==> src/rtl/traffic_pkg.sv <==
// Shared types and defaults for the traffic light timer.
package traffic_pkg;

  localparam int unsigned CNT_W          = 7;
  localparam int unsigned DEF_CYCLE_LEN  = 100;
  localparam int unsigned DEF_SHORTEN_TO = 10;

  typedef enum logic [1:0] {
    ST_IDLE   = 2'd0,
    ST_RUN    = 2'd1,
    ST_FREEZE = 2'd2
  } state_e;

  typedef enum logic [1:0] {
    COL_RED    = 2'd0,
    COL_YELLOW = 2'd1,
    COL_GREEN  = 2'd2,
    COL_OFF    = 2'd3
  } color_e;

  // Countdown value loaded at reset, clear and wrap.
  function automatic logic [CNT_W-1:0] reload_val(input int unsigned cycle_len);
    return CNT_W'(cycle_len - 1);
  endfunction

endpackage

==> src/rtl/tick_gen.sv <==
// Prescaler: one-cycle tick every CLK_DIV cycles spent running.
module tick_gen #(
  parameter int unsigned CLK_DIV = 100_000_000
) (
  input  logic clk,
  input  logic rst_n,
  input  logic run,
  input  logic zero,
  output logic tick
);

  localparam int unsigned PW = (CLK_DIV > 1) ? $clog2(CLK_DIV) : 1;
  localparam logic [PW-1:0] LAST = PW'(CLK_DIV - 1);

  logic [PW-1:0] cnt_q, cnt_d;

  // Next prescale count: zero wins, otherwise count only while running.
  always_comb begin
    cnt_d = cnt_q;
    if (zero) begin
      cnt_d = '0;
    end else if (run) begin
      cnt_d = (cnt_q == LAST) ? '0 : cnt_q + PW'(1);
    end
  end

  // Prescale count register.
  always_ff @(posedge clk or negedge rst_n) begin
    if (!rst_n) begin
      cnt_q <= '0;
    end else begin
      cnt_q <= cnt_d;
    end
  end

  assign tick = run && !zero && (cnt_q == LAST);

endmodule

==> src/rtl/traffic_timer.sv <==
// Traffic light cycle timer with pedestrian shortening.
module traffic_timer
  import traffic_pkg::*;
#(
  parameter int unsigned CLK_DIV    = 100_000_000,
  parameter int unsigned CYCLE_LEN  = DEF_CYCLE_LEN,
  parameter int unsigned SHORTEN_TO = DEF_SHORTEN_TO
) (
  input  logic             clk,
  input  logic             rst_n,
  input  logic             en,
  input  logic             clr,
  input  logic             walk_req,
  output logic [CNT_W-1:0] countdown,
  output logic             wrap,
  output logic             walk_ack
);

  localparam logic [CNT_W-1:0] RELOAD = reload_val(CYCLE_LEN);
  localparam logic [CNT_W-1:0] SHORT  = CNT_W'(SHORTEN_TO);

  state_e           state_q, state_d;
  logic [CNT_W-1:0] cd_q, cd_d;
  logic             pend_q, pend_d;
  logic             wrap_q, wrap_d;
  logic             ack_q, ack_d;
  logic             tick;
  logic             presc_run;
  logic             presc_zero;

  assign presc_run  = (state_q == ST_RUN);
  assign presc_zero = clr || (state_q == ST_IDLE);

  tick_gen #(
    .CLK_DIV (CLK_DIV)
  ) u_tick_gen (
    .clk   (clk),
    .rst_n (rst_n),
    .run   (presc_run),
    .zero  (presc_zero),
    .tick  (tick)
  );

  // Next state, countdown, pending request and pulse outputs.
  always_comb begin
    state_d = state_q;
    cd_d    = cd_q;
    pend_d  = pend_q;
    wrap_d  = 1'b0;
    ack_d   = 1'b0;

    if (clr) begin
      state_d = ST_IDLE;
      cd_d    = RELOAD;
      pend_d  = 1'b0;
    end else begin
      unique case (state_q)
        ST_IDLE:   if (en)  state_d = ST_RUN;
        ST_RUN:    if (!en) state_d = ST_FREEZE;
        ST_FREEZE: if (en)  state_d = ST_RUN;
        default:            state_d = ST_IDLE;
      endcase

      if (walk_req && (state_q != ST_IDLE)) begin
        pend_d = 1'b1;
      end

      // Wrap beats shorten; a shorten consumes the request, including one arriving now.
      if (tick) begin
        if (cd_q == '0) begin
          cd_d   = RELOAD;
          wrap_d = 1'b1;
        end else if (pend_q && (cd_q > SHORT)) begin
          cd_d   = SHORT;
          pend_d = 1'b0;
          ack_d  = 1'b1;
        end else begin
          cd_d = cd_q - CNT_W'(1);
        end
      end
    end
  end

  // State and output registers.
  always_ff @(posedge clk or negedge rst_n) begin
    if (!rst_n) begin
      state_q <= ST_IDLE;
      cd_q    <= RELOAD;
      pend_q  <= 1'b0;
      wrap_q  <= 1'b0;
      ack_q   <= 1'b0;
    end else begin
      state_q <= state_d;
      cd_q    <= cd_d;
      pend_q  <= pend_d;
      wrap_q  <= wrap_d;
      ack_q   <= ack_d;
    end
  end

  assign countdown = cd_q;
  assign wrap      = wrap_q;
  assign walk_ack  = ack_q;

endmodule

==> config.mk <==
export PLATFORM = sky130hd
export DESIGN_NAME = traffic_timer
export DESIGN_NICKNAME = d
export VERILOG_FILES = /design/src/rtl/traffic_pkg.sv /design/src/rtl/tick_gen.sv /design/src/rtl/traffic_timer.sv
export SDC_FILE = /design/constraint.sdc
export NUM_CORES = 1
export LEC_CHECK = 0
export BUFFER_PORTS_ARGS = -buffer_cell sky130_fd_sc_hd__buf_2
export CORE_MARGIN = 5
export CORE_UTILIZATION = 45
export CTS_BUF_LIST = sky130_fd_sc_hd__clkbuf_4 sky130_fd_sc_hd__clkbuf_8
export CTS_CLUSTER_SIZE = 24
export DETAILED_ROUTE_END_ITERATION = 6
export PLACE_DENSITY = 0.7
export SYNTH_ARGS = -nofsm -noshare
export SYNTH_HDL_FRONTEND = slang
export SYNTH_SLANG_ARGS = --single-unit
export TNS_END_PERCENT = 100
==> constraint.sdc <==
create_clock -name clk -period 3.4 [get_ports clk]
set_input_delay 0.34 -clock clk [delete_from_list [all_inputs] [get_ports clk]]
set_output_delay 0.34 -clock clk [all_outputs]
set_load 0.02 [all_outputs]
==> summary.md <==
| Metric | Value |
|---|---|
| LEAKAGE | 0.00102 uW |
| Hold Path Class | primary input to async pin |
| Yosys warning count | 0 |
| Slew margin rel. | 0.413 |
| Initial Utilization | 0.462 |
| Clk_skew | 0.00329 ns |
| Most frequent cells in the layout | 35 x dfrtp_1, 24 x nor2_1, 24 x nand2_1 |
| CTS clk-pin slew, worst paths | 0.07 ns |
| Number of synthesized flops with an enable pin | 0 |
| Placed cells | 324 |
| Setup Buffers After CTS | 0 |
| Cells after Synth | 252 |
| Vias in the first global route | 1894 |
| Root Buffer | clkbuf_8 |
| PortBufs | 13 |
| RSZ-0062 raised after global routing | no |
| DRT Wirelength | 5130 um |
| # diodes | 0 |
| Crit end category | flop |
| Avg Cell Area, Syn | 9.31 um^2 |
| Worst-Margin Slew | 0.880 ns |
| TritonCTS Buffers | 5 |
| Gpl congestion | 0.790 |
| DR iter-0 viols | 105 |
| Die Ht | 82.2 um |
| Avg WL per Cell | 15.5 um |
| Die area | 6760 um^2 |
| CP startpoint kind | flop |
| Pwr dens | 346 nW/um^2 |
| Final hold violations | 0 |
| Synth unique cells | 57 |
| Global-route wire length before repair | 8910 um |
| Core area | 5070 um^2 |
| Synthesized area | 2350 um^2 |
| Total grt overflow | 0 |
| Clock sinks | 39 |
| Area leader, netlist | dfrtp_1 |
| Hpwl dp | 3500 um |
| Post-layout min period | 2.36 ns |
| Post-synthesis sequential area ratio | 0.418 |
| Drt pass-1 iters | 4 |
| Max-cap violations | 0 |
| Critical path class | flop to flop |
| # IOs | 14 |
| Post-synth top area share | 0.373 |
| Gr usage total | 0.169 |
| Post-Route Setup TNS | 0 ns |
| CP delay by family, top | compound AO/OA/AOI/OAI gates |
| Worst skew pair latency | 0.29 ns |
| Post-CTS Hold Fix Bufs | 0 |
| Via density | 5.92 |
| Crit-path max FO | 33 |
| Top FF cell, synth | dfrtp_1 |
| Max IR drop VDD | 214 uV |
| DR DRC count | 0 |
| Post-DRT Antenna Nets | 0 |
| Buf/Inv on CP | 0 |
| NumNets Final | 269 |
| Horiz. Die Dim | 82.2 um |
| Synthesis-to-finish area growth | 6.51% |
| Initial antenna violation count | 0 |
| Dominant cells by area after synthesis | dfrtp_1 37%, dfstp_2 4.5%, nand2_1 3.8% |
| Crit-path cells | ha_1, and4_2, and3_1, a21oi_4, nand4_1, o31ai_1 |
| Commonest non-fill, non-tap cell in the layout | dfrtp_1 |
| Achievable clock frequency | 424 MHz |
| Share of cells above drive strength 1 | 0.156 |
| Outcome | finished clean |
| Deepest clock path buffer count | 2 |
| Worst path arrival time | 2.57 ns |
| Fraction of registers with async set or reset after synthesis | 1.00 |
| Final hold slack | 0.168 ns |
| CTS HTree Levels | 2 |
| CTS tree | built |
| Critical path's slowest cell | a21oi_4 |
| Final Cycle Share | 0.694 |
| Fin. max-slew vios | 0 |
| Largest net degree at the start of global routing | 40 |
| Vias | 1967 |
| Post-layout instance count excluding filler cells | 332 |
| Yosys reg bits | 39 |
| Worst path max stage delay | 0.63 ns |
| CP required | 3.60 ns |
| Final Setup Violations | 0 |
| Syn_nets | 260 |
| Cts repair resizes | 0 |
| Placement Rows | 26 |
==> metrics by stage <==
| step | util | cell area [um^2] | total power, uW | setup WS (ns) |
|---|---|---|---|---|
| 3_3_place_gp | 0.472 | 2390 | 518 | 1.12 |
| 4_1_cts | 0.492 | 2500 | 874 | 1.03 |
| 5_1_grt | 0.492 | 2500 | 898 | 0.796 |
| 3_5_place_dp | 0.472 | 2390 | 519 | 1.04 |
| 2_1_floorplan | - | 2350 | 502 | 1.55 |
| 6_report | 0.492 | 2500 | 864 | 1.04 |
==> report_power, final <==
group	switching, uW	internal, uW
Clock	162	193
Combinational	28.0	11.0
Sequential	3.60	466
Total	194	670
==> metal layers <==
metal	vias to the layer above	track usage	wire length, um
met3	14	0.0347	199
met1	939	0.227	2410
met4	0	0.0781	113
met2	60	0.262	2410
li1	954	-	-
met5	-	0	0
==> cells by family after synthesis <==
logic type,synth area share
and+or+nand+nor,0.272
DFF,0.418
muxes,0.0133
AOI/OAI and AO/OA,0.187
adders and majority gates,0.0160
xor gates and xnor gates,0.0299
buffers and inverters,0.0635
==> area by class of cell <==
cell class	count	area, um^2
Clock buffer	8	104
Fill cell	482	2580
Inverter	10	37.5
Multi-Input combinational cell	191	1220
Sequential cell	39	981
Tap cell	70	87.6
Timing Repair Buffer	14	72.6
==> registers in the layout, summed over array words and instances, names as in the netlist <==
register,cells
u_tick_gen.cnt_q,27
pend_q,1
state_q,2
countdown,7
walk_ack,1
wrap,1
==> worst paths after layout <==
check	from	endpoint	slack [ns]	cells after the start
setup / recovery	u_tick_gen.cnt_q[0]	u_tick_gen.cnt_q[10]	1.04	6
hold / removal	rst_n	u_tick_gen.cnt_q[19]	0.17	1
max in group asynchronous	rst_n	u_tick_gen.cnt_q[7]	2.69	1
hold reg to reg	u_tick_gen.cnt_q[23]	u_tick_gen.cnt_q[23]	0.51	1
setup reg to reg	u_tick_gen.cnt_q[0]	u_tick_gen.cnt_q[10]	1.04	6
min in group clk	en	state_q[1]	0.20	2
==> worst register-to-register path, cell delays in order (launching register included) <==
cell	delay (ns)
dfrtp_1	0.41
ha_1	0.23
and4_2	0.27
and3_1	0.24
a21oi_4	0.63
nand4_1	0.26
o31ai_1	0.23
==> cells in the mapped netlist (4+ instances only) <==
| cell type | instances |
|---|---|
| buf_6 | 6 |
| dfrtp_1 | 35 |
| inv_1 | 10 |
| nor3_1 | 9 |
| nand2_1 | 24 |
| and3_1 | 4 |
| o21ai_1 | 9 |
| nand4_1 | 6 |
| xnor2_1 | 5 |
| a31oi_1 | 11 |
| nor2_1 | 24 |
| nand3_1 | 15 |
| dfstp_2 | 4 |
| o21ai_0 | 8 |
| a21oi_1 | 15 |
(Power assumes the default switching activity.)
